## src/rtl/bias_relu_accum_pkg.sv

```systemverilog
// Shared layer definitions for the convolution output stage: data width,
// accumulator sizing, activation clamp and the output-stage FSM encoding.
package bias_relu_accum_pkg;

  localparam int DW = 18;

  typedef enum logic [0:0] {
    ACCUM = 1'b0,
    HOLD  = 1'b1
  } state_e;

  function automatic int acc_w(input int n_pass);
    return DW + $clog2(n_pass) + 1;
  endfunction

  // Callers sign-extend their accumulator into 64 bits so one clamp serves any ACC_W.
  function automatic logic [DW-1:0] relu_sat(input logic signed [63:0] x);
    localparam logic signed [63:0] SAT_MAX = 64'((64'sd1 <<< (DW - 1)) - 64'sd1);
    if (x < 64'sd0) begin
      return '0;
    end else if (x > SAT_MAX) begin
      return SAT_MAX[DW-1:0];
    end else begin
      return x[DW-1:0];
    end
  endfunction

endpackage

```

## src/rtl/bias_relu_lane.sv

```systemverilog
// One output channel: partial-sum accumulator, final bias add and the
// registered ReLU/saturated activation.
module bias_relu_lane
  import bias_relu_accum_pkg::*;
#(
  parameter int ACC_W = acc_w(9)
) (
  input  logic          clk,
  input  logic          rst_n,
  input  logic          acc_en,
  input  logic          fin,
  input  logic [DW-1:0] in_data,
  input  logic [DW-1:0] bias,
  output logic [DW-1:0] out_data
);

  logic signed [ACC_W-1:0] acc;
  logic signed [ACC_W-1:0] in_ext;
  logic signed [ACC_W-1:0] bias_ext;
  logic signed [ACC_W-1:0] sum;

  always_comb begin
    in_ext   = {{(ACC_W - DW){in_data[DW-1]}}, in_data};
    bias_ext = {{(ACC_W - DW){bias[DW-1]}}, bias};
    sum      = acc + in_ext + bias_ext;
  end

  always_ff @(posedge clk) begin
    if (!rst_n) begin
      acc      <= '0;
      out_data <= '0;
    end else if (fin) begin
      acc      <= '0;
      out_data <= relu_sat(64'(sum));
    end else if (acc_en) begin
      acc <= acc + in_ext;
    end
  end

endmodule

```

## src/rtl/bias_relu_accum.sv

```systemverilog
// Convolution output stage: accumulates N_PASS partial-sum beats per pixel,
// adds bias, applies ReLU/saturation and holds the vector until accepted.
module bias_relu_accum
  import bias_relu_accum_pkg::*;
#(
  parameter int N_adder_tree = 16,
  parameter int N_PASS       = 9
) (
  input  logic                       clk,
  input  logic                       rst_n,
  input  logic                       in_valid,
  output logic                       in_ready,
  input  logic                       in_last,
  input  logic [N_adder_tree*DW-1:0] in_data,
  input  logic [N_adder_tree*DW-1:0] bias,
  output logic                       out_valid,
  input  logic                       out_ready,
  output logic [N_adder_tree*DW-1:0] out_data,
  output logic                       err_len
);

  localparam int ACC_W = acc_w(N_PASS);
  localparam int PCW   = $clog2(N_PASS + 1);
  localparam logic [PCW-1:0] PASS_MAX  = PCW'(N_PASS);
  localparam logic [PCW-1:0] PASS_LAST = PCW'(N_PASS - 1);

  state_e         state;
  logic [PCW-1:0] pass_cnt;
  logic           accept;
  logic           acc_en;
  logic           fin;

  // Handshake outputs depend on state alone, so out_ready never reaches in_ready combinationally.
  assign in_ready  = (state == ACCUM);
  assign out_valid = (state == HOLD);
  assign accept    = in_valid & in_ready;
  assign acc_en    = accept & ~in_last;
  assign fin       = accept & in_last;

  always_ff @(posedge clk) begin
    if (!rst_n) begin
      state    <= ACCUM;
      pass_cnt <= '0;
      err_len  <= 1'b0;
    end else begin
      case (state)
        ACCUM: begin
          if (fin) begin
            pass_cnt <= '0;
            if (pass_cnt != PASS_LAST) err_len <= 1'b1;
            state <= HOLD;
          end else if (acc_en) begin
            // Overrun: keep accumulating but pin the count and flag the pixel.
            if (pass_cnt >= PASS_LAST) begin
              pass_cnt <= PASS_MAX;
              err_len  <= 1'b1;
            end else begin
              pass_cnt <= pass_cnt + 1'b1;
            end
          end
        end
        HOLD: begin
          if (out_ready) state <= ACCUM;
        end
        default: state <= ACCUM;
      endcase
    end
  end

  for (genvar k = 0; k < N_adder_tree; k++) begin : g_lane
    bias_relu_lane #(
      .ACC_W(ACC_W)
    ) u_lane (
      .clk     (clk),
      .rst_n   (rst_n),
      .acc_en  (acc_en),
      .fin     (fin),
      .in_data (in_data[DW*k +: DW]),
      .bias    (bias[DW*k +: DW]),
      .out_data(out_data[DW*k +: DW])
    );
  end

endmodule

```

## config.mk

```make
export PLATFORM = sky130hd
export DESIGN_NAME = bias_relu_accum
export DESIGN_NICKNAME = d
export VERILOG_FILES = /design/src/rtl/bias_relu_accum_pkg.sv /design/src/rtl/bias_relu_lane.sv /design/src/rtl/bias_relu_accum.sv
export SDC_FILE = /design/constraint.sdc
export NUM_CORES = 2
export LEC_CHECK = 0
export ABC_AREA = 1
export BUFFER_PORTS_ARGS = -buffer_cell sky130_fd_sc_hd__buf_2
export CAP_MARGIN = 20
export CORE_UTILIZATION = 45
export CTS_CLUSTER_SIZE = 40
export DETAILED_ROUTE_END_ITERATION = 6
export GPL_ROUTABILITY_DRIVEN = 0
export MAX_ROUTING_LAYER = met4
export SLEW_MARGIN = 20
export SYNTH_ARGS = -nofsm -noshare
export SYNTH_HDL_FRONTEND = slang
export SYNTH_SLANG_ARGS = --single-unit
```

## constraint.sdc

```tcl
create_clock -name clk -period 8.67 [get_ports clk]
set_input_delay 1.734 -clock clk [delete_from_list [all_inputs] [get_ports clk]]
set_output_delay 1.734 -clock clk [all_outputs]
set_load 0.005 [all_outputs]
```

==> flow_summary.toml <==
[status]
outcome = "finished with violations"
violations = "design-rule violations"

[power_and_ir_drop]
power.share.switching_pct = 44.75
p_total_mw = 15.48
max-vdd-ir-drop_v = 0.0001918
cellInternalPower_mw = 8.553
clock_power_share_pct = 25.5
combPwrFrac_pct = 51.7
power.net_switching_mw = 6.928
ratio_of_total_power_to_cell_area_nw_per_um2 = 208.5
static_leakage_nw = 41.27
sequential_share_of_power_pct = 22.8

[place]
port-buffer-count = 871
placed_cells = 13070
dp_hpwl_um = 185300
placement.cell_area_um2 = 70840
detailedPlace.worstSlack_ns = 2.593

[hold_path]
worst_hold_startpoint = "g_lane[0].u_lane.out_data[17]"
hp-class = "register to register"

[yosys]
synth_enable_flop_cells = 0
area_fraction_of_the_dominant_cell_type_after_synthesis_pct = 20.44
synth.ff_latch_count = 662
synthDistinctLibCells = 53
mappedNetlistArea_um2 = 64850
netlist_instances = 10490
yosysWarningCount = 0
asyncSetResetFlopFracSynth_pct = 0
synth_area_leader_cell = "sky130_fd_sc_hd__dfxtp_1"
yosys_most_used_dff = "sky130_fd_sc_hd__dfxtp_1"
postSynthNetCount = 11840
synth_seq_area_share_pct = 20.44
synth_area_leaders = "sky130_fd_sc_hd__dfxtp_1 20%, sky130_fd_sc_hd__nand2_1 19%, sky130_fd_sc_hd__ha_1 14%, sky130_fd_sc_hd__inv_1 7.1%, sky130_fd_sc_hd__nor2_1 6.9%"
synthesis.area_per_instance_um2 = 6.182

[critical_path]
timing.critical_path.required_ns = 9.28
path_delay_family = "simple AND/OR/NAND/NOR gates"
critical-path-max-stage-delay_ns = 0.45
timing.critical_path.fanout_max = 14
startpoint_of_the_lowest_slack_register_to_register_path = "g_lane[14].u_lane.acc[2]"
worst_setup_path_start_kind = "input port"
setup.reg_to_reg.worst_slack_ns = 4.08
critical_path.slowest_cell = "sky130_fd_sc_hd__a21oi_1"
cpMostUsedCell = "sky130_fd_sc_hd__nand2_1"
cp-startpoint = "in_data[110]"
worstPathBufferInverterCount = 3
arrival_ns = 6.06
critical_path_class = "input port to register"
endpoint_kind = "register"

[sta]
hold_slack_ns = 0.4247
grt_setup_unrepaired = "false"
max_freq_mhz = 183.5
layout_min_cycle_time_ns = 5.449
timing.final.setup_violations = 0
worstMarginPinSlew_ns = 1.044
report.final.slew_viol_count = 0
fin_worst_skew_ns = 0.02377
final_hold_viol_count = 0
slew-limit-headroom_pct = 30.39
finalCritPeriodShare_pct = 62.84
tns_ns = 0
layout_setup_ws_ns = 3.221

[die]
floorplan.initialDensity_pct = 45.58
number_of_standard_cell_rows_in_the_floorplan = 138
coreArea_um2 = 142300
die_width_um = 381.6
floorplan.die.height_um = 381.6
pin_count = 872
die-area_um2 = 145600

[drt]
drt_pass_1_iters = 7
total_number_of_vias = 69760
route.detailed.vias_per_inst = 5.221
drt_wl_total_um = 229400
dr_drc_count = 1
final_antenna_net_count = 0
first_iter_violations = 4679
wl_per_cell_um = 17.17

[cells_and_area]
layout.cells.most_common = "sky130_fd_sc_hd__nand2_1"
layout-drive-gt1-share_pct = 10.30
layout.filler_cells = 14910
final_util_pct = 52.18
finish.instance_area_um2 = 74240
final_cell_count_no_fill = 13360
most_used_cells_in_the_layout_excluding_fill_and_tap_cells = "3244 x sky130_fd_sc_hd__nand2_1, 1231 x sky130_fd_sc_hd__inv_1, 1187 x sky130_fd_sc_hd__nor2_1"
final_net_count = 12630
area.growth.synth_to_final_pct = 14.48

[clock_tree]
cts_root_buffer = "sky130_fd_sc_hd__clkbuf_16"
clock_latency_on_the_worst_skew_pair_ns = 0.70
cts_tree = "built"
cts_num_sinks = 662
ctsHtreeMaxLevel = 3
post-cts-setup-buffers = 0
holdBufCountCts = 0
clock_tree_buffer_depth = 3
tritoncts.num_buffers = 88
clk_pin_slew_worst_paths_ns = 0.06
postCtsResizedCells = 0

[global_routing]
grt.overflow.total = 0
grt_pass1_wl_um = 354700
number_of_global_route_vias_before_repair = 65550
antenna_found_initial = 137
grt_util_all_layers_pct = 31.12
grt_start_max_net_pins = 198

[flow_run]
max_cap_violations = 0
## kinds of logic (layout without fill, tap and decap cells)
| kind of cell | Yosys count | count (layout) | synth area share [%] |
|---|---|---|---|
| simple gates | 5312 | 5312 | 33.36 |
| buf+inv | 1433 | 2288 | 8.611 |
| compound gates | 1761 | 1761 | 14.90 |
| xor+xnor | 550 | 550 | 7.428 |
| other cells | 0 | 126 | 0 |
| fa+ha+maj | 772 | 772 | 15.26 |
| flops | 662 | 662 | 20.44 |
## synthesized netlist by cell type, drive strengths merged (8+ instances only)
| cell type | instances |
|---|---|
| o211ai | 46 |
| dfxtp | 662 |
| nand4 | 201 |
| o21bai | 78 |
| nor4 | 37 |
| o21ai | 671 |
| o21a | 8 |
| nor2 | 1208 |
| xor2 | 324 |
| a31oi | 39 |
| a21o | 45 |
| fa | 32 |
| buf | 46 |
| a21boi | 33 |
| or2 | 11 |
| nand3b | 21 |
| a21oi | 795 |
| xnor2 | 226 |
| and2 | 14 |
| a211oi | 29 |
| clkbuf | 139 |
| nand3 | 456 |
| inv | 1247 |
| nand2 | 3293 |
| nor3 | 62 |
| ha | 740 |
## worst min-delay path, cell delays in order, from the launching register on
cell and delay [ns]:
sky130_fd_sc_hd__dfxtp_1 0.30, sky130_fd_sc_hd__inv_1 0.05, sky130_fd_sc_hd__nor2_1 0.03
## layer usage
layer / up-vias / track usage (%) / wire (um)
met4: 0 / 12.05 / 7869
met2: 2025 / 49.19 / 102900
met5: - / - / 0
li1: 35820 / - / -
met1: 31530 / 38.42 / 100100
met3: 383 / 6.876 / 18480
## final timing paths
kind | depth (start not counted) | to
hold / removal | 2 | g_lane[0].u_lane.out_data[17]
setup reg to reg | 21 | g_lane[14].u_lane.out_data[4]
setup / recovery | 25 | g_lane[6].u_lane.out_data[3]
hold reg to reg | 2 | g_lane[0].u_lane.out_data[17]
## area by class of cell
type / instances / area, um^2 / share of cell area [%]
Clock inverter: 42 / 511.7 / 0.6893
Clock buffer: 119 / 2580 / 3.475
Antenna cell: 126 / 315.3 / 0.4247
Inverter: 1248 / 4707 / 6.340
Sequential cell: 662 / 13250 / 17.85
Timing Repair Buffer: 879 / 4482 / 6.037
Tap cell: 1890 / 2365 / 3.185
Multi-Input combinational cell: 8395 / 46030 / 62.00
## power groups by stage
stage / combinational, mW / sequential, mW / clock, mW
floorplan: 5.85 / 3.57 / 0
global placement: 7.86 / 3.58 / 0
detailed placement: 7.88 / 3.59 / 0
CTS: 7.93 / 3.53 / 4.04
global route: 8.99 / 3.56 / 4.16
finish: 8.01 / 3.53 / 3.94
## state kept, by name (all words and copies together), names as in the netlist
name                    count
g_lane.u_lane.acc         368
g_lane.u_lane.out_data    288
pass_cnt                    4
err_len                     1
out_valid                   1
No activity file was read; power rests on OpenSTA's default activity.
